<file path="src/rtl/dsqw_pkg.sv">
// Shared definitions for the dsqw job controller: FSM encoding, phase IDs,
// status bit positions and the minimum legal image side.
// Pure declarations; no logic or timing of its own.
package dsqw_pkg;

  // Controller states
  typedef enum logic [1:0] {
    ST_IDLE  = 2'd0,
    ST_CHECK = 2'd1,
    ST_RUN   = 2'd2,
    ST_ABORT = 2'd3
  } state_e;

  // Datapath phases, in execution order
  localparam logic [1:0] PH_MOMENTS = 2'd0;
  localparam logic [1:0] PH_DIVIDE  = 2'd1;
  localparam logic [1:0] PH_REMAP   = 2'd2;

  // Status vector bit positions; external error sources start at STS_ERR_SRC
  localparam int STS_DONE        = 0;
  localparam int STS_ERR_SIZE    = 1;
  localparam int STS_ERR_TIMEOUT = 2;
  localparam int STS_ERR_SRC     = 3;

  // Smallest image side the datapath can process
  localparam int MIN_DIM = 2;

  function automatic int max_int(input int a, input int b);
    return (a > b) ? a : b;
  endfunction

endpackage

</file>
<file path="src/rtl/dsqw_irq_regs.sv">
// Sticky status bits with write-1-to-clear acknowledge and a masked interrupt.
// Latency: status updates one cycle after a set/ack; irq one cycle after status.
// No backpressure: set pulses are absorbed every cycle, set wins over ack.
module dsqw_irq_regs
  import dsqw_pkg::*;
#(
  parameter int N_ST = 6
) (
  input  logic            clk_i,
  input  logic            rst_i,
  input  logic [N_ST-1:0] set_i,
  input  logic [N_ST-1:0] ack_i,
  input  logic [N_ST-1:0] mask_i,
  output logic [N_ST-1:0] status_o,
  output logic            irq_o
);

  logic [N_ST-1:0] status_q;
  logic [N_ST-1:0] status_d;
  logic            irq_q;

  // A bit acknowledged in the same cycle it is set must stay set
  assign status_d = (status_q & ~ack_i) | set_i;

  // Sticky status and interrupt registers; irq follows status by one cycle
  always_ff @(posedge clk_i) begin
    if (rst_i) begin
      status_q <= '0;
      irq_q    <= 1'b0;
    end else begin
      status_q <= status_d;
      irq_q    <= |(status_q & mask_i);
    end
  end

  assign status_o = status_q;
  assign irq_o    = irq_q;

endmodule

</file>
<file path="src/rtl/dsqw_job_ctrl.sv">
// Job sequencer for the dsqw engine: checks job geometry, runs three datapath phases, collects errors into sticky status.
// Latency: start -> 1 check cycle -> first RUN cycle (sclr + phase_start); all outputs registered.
// No backpressure: start is dropped outside IDLE, phase_done ignored when not meaningful. Optional watchdog: DSQW_WDOG_EN.
module dsqw_job_ctrl
  import dsqw_pkg::*;
#(
  parameter int DIM_W   = 9,
  parameter int ADDR_W  = 17,
  parameter int MAX_DIM = 256,
  parameter int N_ERR   = 3,
  parameter int WDOG_W  = 16,
  localparam int N_ST   = 3 + N_ERR
) (
  input  logic              clk_i,
  input  logic              rst_i,
  input  logic              start_i,
  input  logic              soft_rst_i,
  input  logic [DIM_W-1:0]  img_dim_i,
  input  logic [ADDR_W-1:0] in_addr_i,
  input  logic [ADDR_W-1:0] out_addr_i,
  input  logic [WDOG_W-1:0] wdog_limit_i,
  input  logic [N_ERR-1:0]  err_src_i,
  input  logic              phase_done_i,
  input  logic [N_ST-1:0]   irq_mask_i,
  input  logic [N_ST-1:0]   irq_ack_i,
  output logic              idle_o,
  output logic              sclr_o,
  output logic              phase_start_o,
  output logic [1:0]        phase_id_o,
  output logic [N_ST-1:0]   status_o,
  output logic              irq_o
);

  // Area is dim*dim at full precision; address sums get one extra bit so the
  // comparison against 2^ADDR_W can never wrap.
  localparam int AW2 = 2 * DIM_W;
  localparam int SW  = max_int(ADDR_W, AW2) + 1;
  localparam logic [SW-1:0] ADDR_LIM = SW'(1) << ADDR_W;

  state_e            state_q;
  logic              idle_q;
  logic              sclr_q;
  logic              phase_start_q;
  logic [1:0]        phase_id_q;
  logic [DIM_W-1:0]  dim_q;
  logic [ADDR_W-1:0] in_addr_q;
  logic [ADDR_W-1:0] out_addr_q;

  logic [AW2-1:0]    area;
  logic [SW-1:0]     area_ext;
  logic [SW-1:0]     in_ext;
  logic [SW-1:0]     out_ext;
  logic [SW-1:0]     in_end;
  logic [SW-1:0]     out_end;
  logic              dim_bad;
  logic              range_bad;
  logic              overlap;
  logic              check_fail;

  logic              wdog_hit;
  logic              run_err;
  logic              pd_ok;
  logic [N_ST-1:0]   st_set;
  logic [N_ST-1:0]   mask_eff;

  // Geometry check on the parameters captured when the job was accepted
  assign area      = AW2'(dim_q) * AW2'(dim_q);
  assign area_ext  = SW'(area);
  assign in_ext    = SW'(in_addr_q);
  assign out_ext   = SW'(out_addr_q);
  assign in_end    = in_ext + area_ext;
  assign out_end   = out_ext + area_ext;
  assign dim_bad   = (dim_q < DIM_W'(MIN_DIM)) || (32'(dim_q) > 32'(MAX_DIM));
  assign range_bad = (in_end > ADDR_LIM) || (out_end > ADDR_LIM);
  assign overlap   = (in_ext < out_end) && (out_ext < in_end);
  assign check_fail = dim_bad || range_bad || overlap;

  // phase_done landing on a phase_start cycle belongs to the previous phase
  assign pd_ok   = phase_done_i && !phase_start_q;
  assign run_err = (|err_src_i) || wdog_hit;

`ifdef DSQW_WDOG_EN
  logic [WDOG_W-1:0] wdog_q;
  logic [WDOG_W:0]   wdog_nxt;

  // wdog_q counts RUN cycles already spent in the current phase
  assign wdog_nxt = {1'b0, wdog_q} + 1'b1;
  assign wdog_hit = (state_q == ST_RUN) && (wdog_limit_i != '0) &&
                    (wdog_nxt == {1'b0, wdog_limit_i});
  assign mask_eff = irq_mask_i;

  // Per-phase watchdog: runs in RUN, restarts whenever a new phase begins
  always_ff @(posedge clk_i) begin
    if (rst_i || soft_rst_i) begin
      wdog_q <= '0;
    end else if ((state_q == ST_RUN) && !pd_ok) begin
      wdog_q <= wdog_nxt[WDOG_W-1:0];
    end else begin
      wdog_q <= '0;
    end
  end
`else
  logic wdog_unused;

  assign wdog_unused = ^wdog_limit_i;
  assign wdog_hit    = 1'b0;
  assign mask_eff    = irq_mask_i & ~(N_ST'(1) << STS_ERR_TIMEOUT);
`endif

  // Status set pulses; an abort request leaves status untouched
  always_comb begin
    st_set = '0;
    if (!soft_rst_i) begin
      case (state_q)
        ST_CHECK: begin
          if (check_fail) st_set[STS_ERR_SIZE] = 1'b1;
        end
        ST_RUN: begin
          st_set[STS_ERR_SRC +: N_ERR] = err_src_i;
          if (wdog_hit) st_set[STS_ERR_TIMEOUT] = 1'b1;
          if (!run_err && pd_ok && (phase_id_q == PH_REMAP)) st_set[STS_DONE] = 1'b1;
        end
        default: st_set = '0;
      endcase
    end
  end

  // Job FSM with registered outputs; errors take priority over phase completion
  always_ff @(posedge clk_i) begin
    if (rst_i) begin
      state_q       <= ST_IDLE;
      idle_q        <= 1'b1;
      sclr_q        <= 1'b0;
      phase_start_q <= 1'b0;
      phase_id_q    <= PH_MOMENTS;
      dim_q         <= '0;
      in_addr_q     <= '0;
      out_addr_q    <= '0;
    end else begin
      sclr_q        <= 1'b0;
      phase_start_q <= 1'b0;
      if (soft_rst_i) begin
        state_q    <= ST_IDLE;
        idle_q     <= 1'b1;
        phase_id_q <= PH_MOMENTS;
      end else begin
        case (state_q)
          ST_IDLE: begin
            if (start_i) begin
              state_q    <= ST_CHECK;
              idle_q     <= 1'b0;
              dim_q      <= img_dim_i;
              in_addr_q  <= in_addr_i;
              out_addr_q <= out_addr_i;
            end
          end
          ST_CHECK: begin
            if (check_fail) begin
              state_q <= ST_IDLE;
              idle_q  <= 1'b1;
            end else begin
              state_q       <= ST_RUN;
              phase_id_q    <= PH_MOMENTS;
              sclr_q        <= 1'b1;
              phase_start_q <= 1'b1;
            end
          end
          ST_RUN: begin
            if (run_err) begin
              state_q <= ST_ABORT;
              sclr_q  <= 1'b1;
            end else if (pd_ok) begin
              if (phase_id_q == PH_REMAP) begin
                state_q <= ST_IDLE;
                idle_q  <= 1'b1;
              end else begin
                phase_id_q    <= phase_id_q + 2'd1;
                phase_start_q <= 1'b1;
              end
            end
          end
          ST_ABORT: begin
            state_q <= ST_IDLE;
            idle_q  <= 1'b1;
          end
          default: begin
            state_q <= ST_IDLE;
            idle_q  <= 1'b1;
          end
        endcase
      end
    end
  end

  dsqw_irq_regs #(
    .N_ST(N_ST)
  ) u_irq_regs (
    .clk_i   (clk_i),
    .rst_i   (rst_i),
    .set_i   (st_set),
    .ack_i   (irq_ack_i),
    .mask_i  (mask_eff),
    .status_o(status_o),
    .irq_o   (irq_o)
  );

  assign idle_o        = idle_q;
  assign sclr_o        = sclr_q;
  assign phase_start_o = phase_start_q;
  assign phase_id_o    = phase_id_q;

endmodule

</file>
<file path="config.mk">
export PLATFORM = sky130hd
export DESIGN_NAME = dsqw_job_ctrl
export DESIGN_NICKNAME = d
export VERILOG_FILES = /design/src/rtl/dsqw_pkg.sv /design/src/rtl/dsqw_irq_regs.sv /design/src/rtl/dsqw_job_ctrl.sv
export SDC_FILE = /design/constraint.sdc
export NUM_CORES = 1
export LEC_CHECK = 0
export CAP_MARGIN = 20
export CELL_PAD_IN_SITES_DETAIL_PLACEMENT = 1
export CELL_PAD_IN_SITES_GLOBAL_PLACEMENT = 1
export CORE_MARGIN = 2
export CORE_UTILIZATION = 30
export DETAILED_ROUTE_END_ITERATION = 16
export DONT_BUFFER_PORTS = 1
export HOLD_SLACK_MARGIN = 0.05
export PLACE_DENSITY = 0.66
export SLEW_MARGIN = 20
export SYNTH_ARGS = -nofsm -noshare
export SYNTH_HDL_FRONTEND = slang
export SYNTH_HIERARCHICAL = 1
export SYNTH_SLANG_ARGS = --single-unit
</file>
<file path="constraint.sdc">
create_clock -name clk_i -period 7.98 [get_ports clk_i]
set_input_delay 1.596 -clock clk_i [delete_from_list [all_inputs] [get_ports clk_i]]
set_output_delay 1.596 -clock clk_i [all_outputs]
set_load 0.05 [all_outputs]
</file>
**Word level (Yosys, flattened, before mapping)**

Index checks and enable logic that the tools add are counted.

- Bits of input ports: 79
- Register bits: 57

- Multiplexer cells: 30
- Bitwise operators: 5
- Equal/unequal tests: 13
- Magnitude comparators: 6
- Multipliers: 1
- Add/sub/neg operators: 3
- Reduce and logical (&&, ||, !) cells: 19

Operators by type and width:

| kind | count |
|---|---|
| 17-bit by 18-bit adder with 19-bit output | 2 |
| 19-bit by 18-bit greater-than comparator with 1-bit output (second input constant) | 2 |
| 17-bit by 19-bit less-than comparator with 1-bit output | 2 |
| 9-bit by 9-bit multiplier with 18-bit output | 1 |
| 2-bit 2-to-1 mux | 9 |
| 1-bit 2-to-1 mux | 14 |
| 2-bit inequality test (second input constant) | 7 |
| 6-bit AND | 2 |
| 5-bit AND reduction | 2 |
| 9-bit greater-than comparator (second input constant) | 1 |
| 9-bit by 2-bit less-than comparator with 1-bit output (second input constant) | 1 |
| 2-bit one-hot mux with 4 select lines | 1 |
| 2-bit == test (second input constant) | 3 |
| 6-bit 2-to-1 mux | 1 |
| 3-bit inequality test (second input constant) | 2 |
| 6-bit NOT | 1 |
| 6-bit bitwise OR | 1 |
| 3-bit AND reduction | 2 |
| 6-bit OR reduction | 1 |
| 1-bit logical AND | 4 |
| 1-bit logical OR | 4 |
| 4-bit 2-to-1 mux | 1 |
| 1-bit one-hot mux with 2 select lines | 2 |
| 1-bit one-hot mux with 4 select lines | 1 |
| 9 further kinds | 10 |

**Depth between registers and ports, before layout**

- Depth in word-level cells: 10
- Depth in mapped cells: 37

**By module**

Netlist, hierarchy kept.

By module, submodules not included:

| module | area each (um2) | times used | cells an instance |
|---|---|---|---|
| dsqw_job_ctrl | 6586.3 | 1 | 846 |
| dsqw_irq_regs | 259.0 | 1 | 29 |

**Least setup slack after synthesis**

No wires, ideal clock.

- Path kind: register to register
- Start: register dim_q[1]
- End: register phase_id_q[0], in the netlist phase_id_o[0]
- Setup time: 0.074 ns
- Data arrival time: 6.941 ns
- Path buffers: 2
- Cell stages (with the launch flop): 34
- Data required time: 7.906 ns
- Slack: 0.965 ns
- Cells stage by stage: dfxtp_1 clkbuf_1 and2_1 inv_1 fa_1 inv_1 fa_1 inv_1 fa_1 fa_1 inv_1 ha_1 a21oi_1 o21bai_1 a21oi_1 o21bai_1 a21oi_1 xnor2_1 ha_1 clkbuf_1 and2_1 a221o_1 nor2_1 a21oi_1 xnor2_1 ha_1 a211oi_1 o21ai_0 a21oi_1 nor2_1 o22ai_1 a21oi_4 or3_1 a31oi_1

- Word-level cells in the longest chain between the ends: 8
- Elaborated cells between the ends (all ways): 16

RTL lines:

| element | line | RTL |
|---|---|---|
| from (decl) | dsqw_job_ctrl.sv:45 | `logic [DIM_W-1:0] dim_q;` |
| from (signal assigned) | dsqw_job_ctrl.sv:152 | `dim_q <= img_dim_i;` |
| 9-bit by 9-bit multiplier with 18-bit output | dsqw_job_ctrl.sv:67 | `assign area = AW2'(dim_q) * AW2'(dim_q);` |
| 17-bit by 18-bit adder with 19-bit output (on tied branches) | dsqw_job_ctrl.sv:71, dsqw_job_ctrl.sv:72 |  |
| 19-bit by 18-bit greater-than comparator with 1-bit output | dsqw_job_ctrl.sv:74 | `assign range_bad = (in_end > ADDR_LIM) \|\| (out_end > ADDR_LIM);` |
| 1-bit logical OR | dsqw_job_ctrl.sv:74 |  |
| 1-bit logical OR | dsqw_job_ctrl.sv:76 | `assign check_fail = dim_bad \|\| range_bad \|\| overlap;` |
| 1-bit logical OR (*) | dsqw_job_ctrl.sv:76 |  |
| 2-bit inequality test (no line) (*) | - |  |
| 5-bit AND reduction (no line) (*) | - |  |
| to (signal assigned) | dsqw_job_ctrl.sv:177 | `phase_id_q <= phase_id_q + 2'd1;` |
| to (decl) | dsqw_job_ctrl.sv:44 | `logic [1:0] phase_id_q;` |

Mark *: on every way between the ends. The rest lies on a longest branch, timed or not.
A chain may end at the register's enable or synchronous reset.

**Worst setup path in the final report**

- Start: register dim_q[7]
- End: register phase_start_q, in the netlist phase_start_o

- Word-level cells in the longest chain between the ends: 8
- Elaborated cells between the ends (all ways): 16

RTL lines:

| element | line | RTL |
|---|---|---|
| 9-bit by 9-bit multiplier with 18-bit output | dsqw_job_ctrl.sv:67 |  |
| 17-bit by 18-bit adder with 19-bit output (on tied branches) | dsqw_job_ctrl.sv:71, dsqw_job_ctrl.sv:72 |  |
| 19-bit by 18-bit greater-than comparator with 1-bit output | dsqw_job_ctrl.sv:74 |  |
| 1-bit logical OR | dsqw_job_ctrl.sv:74 |  |
| 1-bit logical OR | dsqw_job_ctrl.sv:76 |  |
| 1-bit logical OR (*) | dsqw_job_ctrl.sv:76 |  |
| 1-bit 2-to-1 mux (*) | dsqw_job_ctrl.sv:158 | `if (check_fail) begin` |
| 1-bit one-hot mux with 2 select lines (*) | dsqw_job_ctrl.sv:147 | `case (state_q)` |
| to (signal assigned) | dsqw_job_ctrl.sv:141 | `phase_start_q <= 1'b0;` |
| to (signal assigned) | dsqw_job_ctrl.sv:165 | `phase_start_q <= 1'b1;` |
| to (signal assigned) | dsqw_job_ctrl.sv:178 | `phase_start_q <= 1'b1;` |
| to (decl) | dsqw_job_ctrl.sv:43 | `logic phase_start_q;` |

Marks and branches as above.

==> results.md <==
* Distinct cells, synth at 67
* Post-CTS Resized at 0
* Dpl cell area at 0.00722 mm^2
* Drt wl/cell at 16.2 um
* Initial antenna violation count at 0
* Slew Limit Fails at 0
* Final ANT Viol Nets at 0
* F_max at 0.134 GHz
* H-tree depth at 3
* GRT overflow at 0
* Die area at 0.0240 mm^2
* Num rows at 55
* Hold slack at 0.486 ns
* Clk sink count at 57
* Period utilisation layout at 93.4%
* Syn avg cell area at 7.82 um^2
* I/O pins at 91
* CTS tree: built
* Max_cap viols at 0
* Minimum clock period at 7.45 ns
* #FFs+latches synth at 57
* Sequential fraction of the synthesis area at 16.7%
* CP max-delay cell: fa_1
* Syn Inst Count at 875
* Area growth syn-to-layout at 11.0%
* Post-synth top flop: dfxtp_1
* CTS Hold Bufs at 0
* Hpwl dp at 15.1 mm
* Max FO, Critical Path at 10
* Pin count of the biggest net entering global routing at 53
* Clk_lat worst skew at 0.35 ns
* Post-route DRC violation count at 0
* Nets@finish at 1088
* Routed via count at 6021
* Top cell type by total area after synthesis: ha_1
* Clock slew at reported path FFs at 0.06 ns
* Most frequent CP cell: ha_1
* Post-route setup TNS at 0 ns
* Layout Skew at 0.00885 ns
* RD Place Congestion at 0.807
* Cell area after layout at 0.00760 mm^2
* Core Footprint at 0.0225 mm^2
* Clock Tree Buf Depth at 2
* Buf+Inv Stages, Crit Path at 5
* Pre-CTS setup slack at 0.270 ns
* Worst-Margin Slew at 0.950 ns
* Synth Warn # at 6
* Vias in the first global route at 6244
* Chip height at 155 um
* 1st-iter DRT viols at 205
* Hold Crit Class: reg2reg
* Synth async-reset ratio at 0%
* Cell Area, Synth at 0.00685 mm^2
* Worst setup EP type: flip-flop
* Critical path arrival at 7.70 ns
* RSZ-0062 raised after global routing: no
* Root Buffer Master: clkbuf_16
* Top cells by area, synth: ha_1 19%, dfxtp_1 17%, fa_1 9.7%, nand2_1 6.7%, a21oi_1 6.7%
* P_leak at 3.34 nW
* Classification of the worst setup path: reg2reg
* Overall Power at 0.000965 W
* Yosys top cell area share at 18.8%
* CTS buffer count at 9
* Post-synth EDFFs at 0
* Postcts setup bufs at 0
* Initial Util at 30.4%
* Routed wire length at 18.8 mm
* Final hold vios at 0
* Pwr Density at 127 mW/mm^2
* Global Route Usage Sum at 16.0%
* Setup ws final at 0.529 ns
* # setup viols final at 0
* Ant diodes at 0
* First-pass GRT wire length at 30.9 mm
* Worst EP required at 8.23 ns
* Critical path launch point type: flip-flop
* Outcome: complete, no violations
* Worst vdd ir at 0.0000874 V
* Die X at 155 um
* Port Buffers at 0
* DR vias/cell at 5.18
* Slowest stage delay, CP at 0.55 ns
* Slew HR at 36.7%
* R2r setup slk at 0.53 ns
* Layout cell share with drive strength beyond 1 at 7.18%
* CP top delay family: adder cells
* First-pass iteration count of the detailed router at 4
==> sequential cells by signal, summed over array words and instances (netlist names) <==
register	flops
dim_q	9
idle_o	1
in_addr_q	17
out_addr_q	17
phase_id_o	2
phase_start_o	1
sclr_o	1
state_q	2
u_irq_regs/irq_o	1
u_irq_regs/status_o	6
==> per-layer routing <==
metal  GRT usage [%]  vias to the layer above  part of all wire, %
met5               0                        -                    0
met4            3.22                        0                 0.84
met3            3.43                       15                  3.7
met2            28.0                       87                   49
met1            20.3                     2888                   47
li1                -                     3031                    -
==> cell usage after synthesis, types with 10 or more instances <==
cell / instances
nand2b_1: 12
a211oi_1: 15
a31oi_1: 10
xnor2_1: 28
a21o_1: 16
clkbuf_1: 31
nand3_1: 15
nand2_1: 123
o21ai_0: 22
dfxtp_1: 57
fa_1: 33
xor2_1: 14
a21oi_1: 92
inv_1: 86
nor2b_1: 12
and2_1: 29
nor2_1: 47
nor3_1: 15
ha_1: 103
==> layout make-up <==
type                    count  area (um^2)
multi-input cells         700         5320
clock buffers               9          225
repair buffers             19          163
well taps                 285          357
fillers                  2719        14900
inverters                  86          323
clock inverters             7         71.3
flip-flops and latches     57         1140
==> final timing paths <==
| path | from | end | cells past startpoint |
|---|---|---|---|
| setup / recovery | dim_q[7] | phase_start_o | 31 |
| hold reg to reg | dim_q[7] | dim_q[7] | 2 |
| hold / removal | dim_q[7] | dim_q[7] | 2 |
| setup reg to reg | dim_q[7] | phase_start_o | 31 |
==> worst register-to-register path, delay by kind of cell (launching register included) <==
family          cells  cell delay (ns)
compound gates     10             2.10
xor+xnor            3             0.56
fa+ha+maj           7             2.91
buf+inv             5             0.52
flops               1             0.36
simple gates        6             0.91
==> logic make-up after synthesis <==
| group | share of synthesized area, % |
|---|---|
| compound gates | 21.8 |
| fa+ha+maj | 28.5 |
| xor+xnor | 5.61 |
| buf+inv | 6.56 |
| mux | 0.749 |
| simple gates | 20.1 |
| flops | 16.7 |
| other cells | 0.0548 |
==> through the flow <==
step                      std cells  utilization, %
after floorplan                 876               -
after global placement         1146            32.1
after detailed placement       1146            32.1
after CTS                      1162            33.4
after global routing           1163            33.8
final                          1163            33.8
==> cells in the final DEF, fill, tap and decap left out, types with 4 or more instances in the layout <==
cell type and n:
buf_4 18, o211ai_1 7, or2_2 5, fa_1 33, nand2_1 123, nor2_1 46
a31oi_1 10, o21ai_0 21, xnor2_1 28, a21oi_1 89, a22oi_1 6, o21bai_1 5
o21ai_1 5, o21a_1 9, a21oi_2 4, dfxtp_1 56, inv_1 86, nor3_1 15
a211oi_1 14, and3_1 4, clkbuf_16 9, nand2b_1 12, a21o_1 16, nand4_1 9
xor2_1 14, nand3_1 15, nor2b_1 12, mux2i_1 4, ha_1 102, a211o_1 4
and2_1 29
==> where the power goes <==
part	switching (W)	total (W)	internal, W
Combinational	0.000147	0.000253	0.000106
Sequential	0.0000193	0.000316	0.000297
Clock	0.000155	0.000396	0.000241
Note: power is estimated with default switching activity, not from simulation.
